==> config.mk <==
export PLATFORM = sky130hd
export DESIGN_NAME = pulse_shaper
export DESIGN_NICKNAME = d
export VERILOG_FILES = /design/src/rtl/pulse_shaper_pkg.sv /design/src/rtl/event_queue_cnt.sv /design/src/rtl/pulse_shaper.sv
export SDC_FILE = /design/constraint.sdc
export NUM_CORES = 1
export LEC_CHECK = 0
export ABC_CLOCK_PERIOD_IN_PS = 1870
export CAP_MARGIN = 20
export CORE_MARGIN = 2
export CORE_UTILIZATION = 30
export CTS_CLUSTER_DIAMETER = 30
export DETAILED_ROUTE_END_ITERATION = 8
export SYNTH_ARGS = -nofsm -noshare
export SYNTH_HDL_FRONTEND = slang
export SYNTH_SLANG_ARGS = --single-unit
export TNS_END_PERCENT = 20
==> constraint.sdc <==
create_clock -name clk_i -period 1.87 [get_ports clk_i]
set_input_delay 0.374 -clock clk_i [delete_from_list [all_inputs] [get_ports clk_i]]
set_output_delay 0.374 -clock clk_i [all_outputs]
set_load 0.02 [all_outputs]
==> src/rtl/pulse_shaper_pkg.sv <==
// Shared types and helpers for the pulse shaper: FSM state encoding and the
// width of the pending-trigger counter.
package pulse_shaper_pkg;

    typedef enum logic [1:0] {
        ST_IDLE   = 2'd0,
        ST_ACTIVE = 2'd1,
        ST_GAP    = 2'd2
    } state_e;

    localparam int QDEPTH_DEF = 4;

    // Bits needed to count 0..qdepth inclusive.
    function automatic int pend_w(input int qdepth);
        return $clog2(qdepth + 1);
    endfunction

    localparam int PEND_W_DEF = pend_w(QDEPTH_DEF);

endpackage

==> src/rtl/event_queue_cnt.sv <==
// Saturating up/down counter of queued triggers; a request to count past
// QDEPTH is dropped and reported as a one-cycle registered drop pulse.
module event_queue_cnt
    import pulse_shaper_pkg::*;
#(
    parameter int QDEPTH = QDEPTH_DEF,
    parameter int CW     = pend_w(QDEPTH)
) (
    input  logic          clk_i,
    input  logic          rst_ni,
    input  logic          inc_i,
    input  logic          dec_i,
    output logic [CW-1:0] count_o,
    output logic          full_o,
    output logic          empty_o,
    output logic          drop_o
);

    logic [CW-1:0] count_q, count_d;
    logic          drop_q, drop_d;

    assign full_o  = (count_q == CW'(QDEPTH));
    assign empty_o = (count_q == '0);
    assign count_o = count_q;
    assign drop_o  = drop_q;

    always_comb begin
        count_d = count_q;
        drop_d  = 1'b0;
        if (inc_i) begin
            if (full_o) drop_d  = 1'b1;
            else        count_d = count_q + CW'(1);
        end else if (dec_i && !empty_o) begin
            count_d = count_q - CW'(1);
        end
    end

    always_ff @(posedge clk_i or negedge rst_ni) begin
        if (!rst_ni) begin
            count_q <= '0;
            drop_q  <= 1'b0;
        end else begin
            count_q <= count_d;
            drop_q  <= drop_d;
        end
    end

endmodule

==> src/rtl/pulse_shaper.sv <==
// Turns one-cycle trigger strobes into width-controlled level pulses (stretch)
// or level toggles, with a guaranteed low gap and a queue of pending triggers.
module pulse_shaper
    import pulse_shaper_pkg::*;
#(
    parameter int WIDTH_BITS = 8,
    parameter int GAP        = 2,
    parameter int QDEPTH     = QDEPTH_DEF
) (
    input  logic                      clk_i,
    input  logic                      rst_ni,
    input  logic                      trig_i,
    input  logic                      mode_i,
    input  logic [WIDTH_BITS-1:0]     width_i,
    output logic                      level_out_o,
    output logic                      busy_o,
    output logic [pend_w(QDEPTH)-1:0] pending_o,
    output logic                      overflow_o
);

    localparam int GAP_W = (GAP > 1) ? $clog2(GAP) : 1;

    state_e                state_q, state_d;
    logic [WIDTH_BITS-1:0] cnt_q, cnt_d;
    logic [GAP_W-1:0]      gap_q, gap_d;
    logic                  level_q, level_d;
    logic                  mode_q, mode_d;
    logic                  busy_q;
    logic                  start;
    logic                  q_inc, q_dec, q_full, q_empty;
    logic                  unused_full;

    // Pulses only start from IDLE; a trigger arriving then is consumed
    // directly and never touches the queue.
    assign q_inc       = trig_i && !start;
    assign q_dec       = start && !trig_i;
    assign unused_full = q_full;

    event_queue_cnt #(
        .QDEPTH (QDEPTH)
    ) u_queue (
        .clk_i   (clk_i),
        .rst_ni  (rst_ni),
        .inc_i   (q_inc),
        .dec_i   (q_dec),
        .count_o (pending_o),
        .full_o  (q_full),
        .empty_o (q_empty),
        .drop_o  (overflow_o)
    );

    always_comb begin
        state_d = state_q;
        cnt_d   = cnt_q;
        gap_d   = gap_q;
        level_d = level_q;
        mode_d  = mode_q;
        start   = 1'b0;
        unique case (state_q)
            ST_IDLE: begin
                if (trig_i || !q_empty) begin
                    start   = 1'b1;
                    mode_d  = mode_i;
                    cnt_d   = (width_i == '0) ? '0 : width_i - WIDTH_BITS'(1);
                    level_d = mode_i ? ~level_q : 1'b1;
                    state_d = ST_ACTIVE;
                end
            end
            ST_ACTIVE: begin
                if (cnt_q != '0) begin
                    cnt_d = cnt_q - WIDTH_BITS'(1);
                end else if (!mode_q) begin
                    level_d = 1'b0;
                    gap_d   = GAP_W'(GAP - 1);
                    state_d = ST_GAP;
                end else begin
                    state_d = ST_IDLE;
                end
            end
            ST_GAP: begin
                level_d = 1'b0;
                if (gap_q != '0) gap_d = gap_q - GAP_W'(1);
                else             state_d = ST_IDLE;
            end
            default: state_d = ST_IDLE;
        endcase
    end

    always_ff @(posedge clk_i or negedge rst_ni) begin
        if (!rst_ni) begin
            state_q <= ST_IDLE;
            cnt_q   <= '0;
            gap_q   <= '0;
            level_q <= 1'b0;
            mode_q  <= 1'b0;
            busy_q  <= 1'b0;
        end else begin
            state_q <= state_d;
            cnt_q   <= cnt_d;
            gap_q   <= gap_d;
            level_q <= level_d;
            mode_q  <= mode_d;
            // Registered view of the current cycle's activity.
            busy_q  <= (state_q != ST_IDLE) || !q_empty;
        end
    end

    assign level_out_o = level_q;
    assign busy_o      = busy_q;

endmodule

# Yosys cells after proc, flatten, opt, wreduce, memory -nomap -nowiden
# Cells that the tools add are included.
# Widths: inputs -> output; s select.
dict set report word_totals {
  register_bits 18
  in_bits 12
  out_inout_bits 6
  wordCells 71
}
dict set report classes {
  add_sub_neg 5
  n_eq_ne 9
  mux 25
  bitwise_logic 1
  reduce_logical 23
}
# operator count
set op_table {}
lappend op_table {{$mux 8} 3}
lappend op_table {{$pmux 8 s2} 1}
lappend op_table {{$sub 8x1->8 const B} 2}
lappend op_table {{$ne 2x2->1 const B} 6}
lappend op_table {{$mux 1} 11}
lappend op_table {{$mux 3} 3}
lappend op_table {{$reduce_and 3->1} 3}
lappend op_table {{$logic_not 8->1} 1}
lappend op_table {{$mux 2} 4}
lappend op_table {{$reduce_bool 2->1} 4}
lappend op_table {{$reduce_bool 8->1} 1}
lappend op_table {{$pmux 2 s3} 1}
lappend op_table {{$reduce_and 2->1} 2}
lappend op_table {{$reduce_and 4->1} 1}
lappend op_table {{$add 3x1->3 const B} 1}
lappend op_table {{$eq 3x3->1 const B} 1}
lappend op_table {{$logic_and 1x1->1} 3}
lappend op_table {{$logic_not 1->1} 3}
lappend op_table {{$logic_not 3->1} 1}
lappend op_table {{$pmux 1 s3} 1}
lappend op_table {{$reduce_bool 3->1} 1}
lappend op_table {{$sub 3x1->3 const B} 1}
lappend op_table {{$eq 2x1->1 const B} 1}
lappend op_table {{$eq 2x2->1 const B} 1}
lappend op_table {{5 further kinds} 6}

# Logic depth before layout (Yosys ltp)
dict set report logic_depth {
  word_depth 9
  mapped_depth 9
  ltp_nobuf 7
}

# Modules after synthesis
# From an unflattened synthesis, not the netlist that was laid out.
dict set report hier_totals {
  cells_unflattened 140
  area_unflattened_um2 1377.6
}
# mod n_inst cells_per_inst area_each_um2 seq_area_each_um2
set modules_own_cells {}
lappend modules_own_cells {pulse_shaper 1 113 1113.6 350.3}
lappend modules_own_cells {event_queue_cnt 1 27 264.0 100.1}

# Least setup slack after synthesis
# Ideal clock, no wire load.
dict set report synth_timing {
  path_kind {reg-to-reg}
  start {register state_q[0]}
  end {register u_queue.count_q[2] (netlist: u_queue.count_o[2])}
  setup_ps 129
  arrival_time_ps 1863
  required_ps 1741
  path_slack_ps -122
  path_stages_with_launch 9
  path_buffers 2
  period_less_slack_ps 1992
  path_cell_list {dfrtp_1 -> inv_1 -> ha_1 -> clkbuf_1 -> nand2b_1 -> clkbuf_1 -> fa_1 -> o32ai_1 -> a21oi_1}
}
dict set report synth_between {
  elab_chain_cells 6
  word_cells_on_any_way 10
  cone_classes {eq/ne: 1; mux: 2; reduce/logical: 7}
}
# element line_no
set synth_lines {}
lappend synth_lines {{start, declared} pulse_shaper.sv:23} ;# state_e state_q, state_d;
lappend synth_lines {{start signal, assigned} pulse_shaper.sv:98} ;# state_q <= state_d;
lappend synth_lines {{$logic_not 2->1 *} pulse_shaper.sv:59} ;# unique case (state_q)
lappend synth_lines {{$mux 1 *} pulse_shaper.sv:59}
lappend synth_lines {{$logic_not 1->1 or $logic_and 1x1->1 (tied branches)} {pulse_shaper.sv:35, pulse_shaper.sv:36}}
lappend synth_lines {{$logic_and 1x1->1 (on tied branches)} {pulse_shaper.sv:35, event_queue_cnt.sv:33}}
lappend synth_lines {{$ne 2x2->1 (no source line) or $reduce_bool 2->1 (tied branches)} n/a}
lappend synth_lines {{$reduce_and 2->1 (no source line)} n/a}
lappend synth_lines {{end signal, assigned} event_queue_cnt.sv:43} ;# count_q <= count_d;
lappend synth_lines {{end, declared} event_queue_cnt.sv:19} ;# logic [CW-1:0] count_q, count_d;
# Mark *: on every way between the ends. The rest lies on a longest branch, timed or not.
# A chain may end at the register's enable or synchronous reset.

# Worst setup path after layout
dict set report layout_timing {
  start {register cnt_q[0]}
  end {register cnt_q[7]}
}
dict set report layout_between {
  elab_chain_cells 3
  word_cells_on_any_way 6
  cone_classes {add/sub: 1; eq/ne: 1; mux: 2; reduce/logical: 2}
}
# element line_no
set layout_lines {}
lappend layout_lines {{start, declared} pulse_shaper.sv:24} ;# logic [WIDTH_BITS-1:0] cnt_q, cnt_d;
lappend layout_lines {{start signal, assigned} pulse_shaper.sv:99} ;# cnt_q <= cnt_d;
lappend layout_lines {{$sub 8x1->8 or $reduce_bool 8->1 (tied branches)} {pulse_shaper.sv:71, pulse_shaper.sv:70}}
lappend layout_lines {{$mux 8 or $ne 2x2->1 (tied branches)} n/a}
lappend layout_lines {{$pmux 8 s2 or $reduce_and 3->1 (tied branches)} n/a}
# Parallel ways exist; a longest one is shown, timed or not. The select of a mux whose other input is x is not followed.

==> metrics.md <==
| Metric | Value |
|---|---|
| Reg area | 450.4 µm² |
| Worst-Margin Slew | 0.2961 ns |
| Clock group share of total power | 0.103 |
| Initial antenna violation count | 0 |
| Final Hold Viols | 0 |
| Final Slew Violations | 0 |
| Synth top area share | 0.3282 |
| Post-Place Setup Slack | -0.3147 ns |
| Area Overhead vs Synth | 46.58% |
| Syn Nets | 169 |
| Run status | complete, no violations |
| Pwr dens | 1583 nW/µm² |
| RD Place Congestion | 0.8460 |
| Comb pwr share | 0.686 |
| Synth cell types | 49 |
| Cells after Synth | 148 |
| Sw Share | 0.4097 |
| Routed length per instance | 14.31 µm |
| Fmax | 543.6 MHz |
| Depth of the CTS H-tree | 1 |
| Layout cells sized above 1 | 0.3367 |
| Buffers on Ports | 17 |
| Worst Skew | 0.001755 ns |
| Area occupied by multi-input gates | 928.4 µm² |
| Largest area contributor in the netlist | dfrtp_1 |
| DIE HEIGHT | 71.64 µm |
| Vias in the first global route | 1,364 |
| Setup violations, final | 0 |
| Synth Flop Type | dfrtp_1 |
| Sequential area share after synthesis | 0.3282 |
| Std cell rows | 24 |
| Via count | 1,312 |
| Switch Pwr | 1305 µW |
| TritonCTS clock tree | built |
| IO Pins | 18 |
| Sequential share of power | 0.212 |
| Clock transition at the registers of the reported paths | 0.07 ns |
| Hold crit path type | input pin to async pin |
| Root buffer cell | clkbuf_8 |
| Crit path DAT | 1.97 ns |
| Synth async-reset ratio | 1.000 |
| Worst Path Required | 2.00 ns |
| Setup CP Type | flop to flop |
| Grt ovf | 0 |
| Synthesized cell area | 1373 µm² |
| Top post-synthesis cells by area | dfrtp_1 (33%), ha_1 (7.3%), inv_1 (3.6%), nor2_1 (3.3%), o22ai_1 (3.2%) |
| Hold buffer count at cts | 0 |
| Final WL | 3.593 mm |
| Clock period minus worst slack | 1.840 ns |
| Ys Warns | 0 |
| Drt via density | 5.227 |
| ANT cells | 0 |
| CTS Sinks | 18 |
| RSZ-0062 raised after global routing | true |
| CTS Buffer Depth | 2 |
| Initial Util | 0.3131 |
| Die width | 71.64 µm |
| CP Launch Type | flop |
| Number of synthesized flops with an enable pin | 0 |
| Post-DP HPWL | 2.844 mm |
| All-layer global routing usage | 0.1523 |
| Initial DRC Count | 44 |
| First-pass GRT wire length | 6.258 mm |
| Synth Register Bits | 18 |
| Worst slew margin | 0.8017 |
| Tcrit/Tclk final | 0.9837 |
| First-pass DRT Iterations | 4 |
| Clk_lat worst skew | 0.26 ns |
| Mean post-synth cell area | 9.274 µm² |
| P_int | 1880 µW |
| Die Footprint | 5132 µm² |
| Largest net degree at the start of global routing | 19 |
| # Max-Cap Violations | 0 |
| Peak VDD IR | 505.3 µV |
| Nets@finish | 221 |
| Critical Path Fanout Max | 3 |
| WHS | 0.4381 ns |
| DRC violations left | 0 |
| Post-route ant nets | 0 |
| Layout Utilization | 0.4589 |
| TritonCTS Buffers | 3 |
| Post-route setup slack | 0.03048 ns |
| Layout fillers | 415 |
| Core area | 4384 µm² |
| Lkg Pwr | 0.0008761 µW |
| Crit. End Element | flop |
==> cell usage in the layout (no fill, tap or decap), types with 4 or more instances in the layout <==
cell type	synthesis	layout
buf_4	0	35
dfrtp_1	18	18
clkdlybuf4s50_1	0	14
inv_1	13	13
nor2_1	12	11
o22ai_1	7	7
a21oi_1	8	7
nand2_1	6	6
ha_1	8	5
or4_4	1	4
nor2b_1	4	4
clkbuf_8	0	4
==> path summary, 6_finish.rpt <==
| path | startpoint | to | slack (ns) | cells after the start |
|---|---|---|---|---|
| min in group clk_i | mode_q | mode_q | 0.50 | 1 |
| max in group asynchronous | rst_ni | u_queue.count_o[2] | 1.23 | 2 |
| min reg2reg | mode_q | mode_q | 0.50 | 1 |
| max | cnt_q[0] | cnt_q[7] | 0.03 | 5 |
| min | rst_ni | u_queue.count_o[0] | 0.44 | 2 |
| max reg2reg | cnt_q[0] | cnt_q[7] | 0.03 | 5 |
==> power groups by stage <==
stage,logic (µW),registers (µW),clock network (µW)
global route,2420,701,351
finish,2180,674,327
CTS,2100,672,334
global placement,2020,669,0
floorplan,1150,769,0
detailed placement,2070,675,0
==> critical path: stages (launching register included) <==
cell	delay [ns]
dfrtp_1	0.39
buf_4	0.15
or4_4	0.43
or4_4	0.43
a32oi_2	0.18
o221ai_1	0.13
==> layout make-up <==
type,count,share of cell area
inverter,14,0.02612
clock buffer,4,0.02736
tap,52,0.03234
sequential,18,0.2239
multi-input combinational,110,0.4614
timing repair buffer,53,0.2289
==> per-layer routing <==
metal / track usage / vias to the layer above / share of wire
met1: 0.2012 / 621 / 0.46
met2: 0.2531 / 29 / 0.50
met3: 0.02813 / 8 / 0.031
li1: - / 654 / -
met5: 0 / - / 0
met4: 0.04612 / 0 / 0.018
==> sequential cells by signal, summed over array words and instances (netlist names) <==
name	count
state_q	2
gap_q	1
mode_q	1
u_queue.count_o	3
busy_o	1
u_queue.drop_o	1
level_out_o	1
cnt_q	8
==> synthesized netlist by cell type, types with 2 or more instances <==
library cell	number
ha_1	8
xnor2_1	3
nand3b_1	2
o21bai_1	2
nand3_1	3
mux2i_1	3
a32oi_1	2
or3_1	2
inv_1	13
a31oi_1	3
mux2_2	3
mux2_4	2
or4_1	5
a21oi_1	8
nor2_1	12
o22ai_1	7
o211ai_1	3
nor2b_1	4
nor4_1	2
clkbuf_1	3
o221ai_1	4
dfrtp_1	18
o21ai_0	3
nand2_1	6
buf_2	2
nand2b_1	2
==> stage by stage <==
stage | TNS (ns) | instance area [µm²] | std cells | power (µW)
after global placement | -2.791 | 1861 | 247 | 2688
after CTS | 0 | 1941 | 251 | 3110
final | 0 | 2012 | 251 | 3184
after floorplan | -0.3252 | 1376 | 148 | 1916
after global routing | -0.05113 | 2012 | 251 | 3467
after detailed placement | -3.021 | 1861 | 247 | 2743
==> cells by family after synthesis <==
logic type | share of synthesized area
multiplexers | 0.08478
AO/OA/AOI/OAI | 0.2197
buffers and inverters | 0.06199
XOR/XNOR | 0.01915
AND/OR/NAND/NOR | 0.1987
adder cells (fa/ha/maj) | 0.08751
flip-flops | 0.3282
==> timing repair <==
item	CTS	global route
gates cloned	0	0
pin swaps	0	4
setup buffers	0	0
setup endpoints to repair	7	10
resized for setup	5	16
Power figures use the tool's default switching activity.
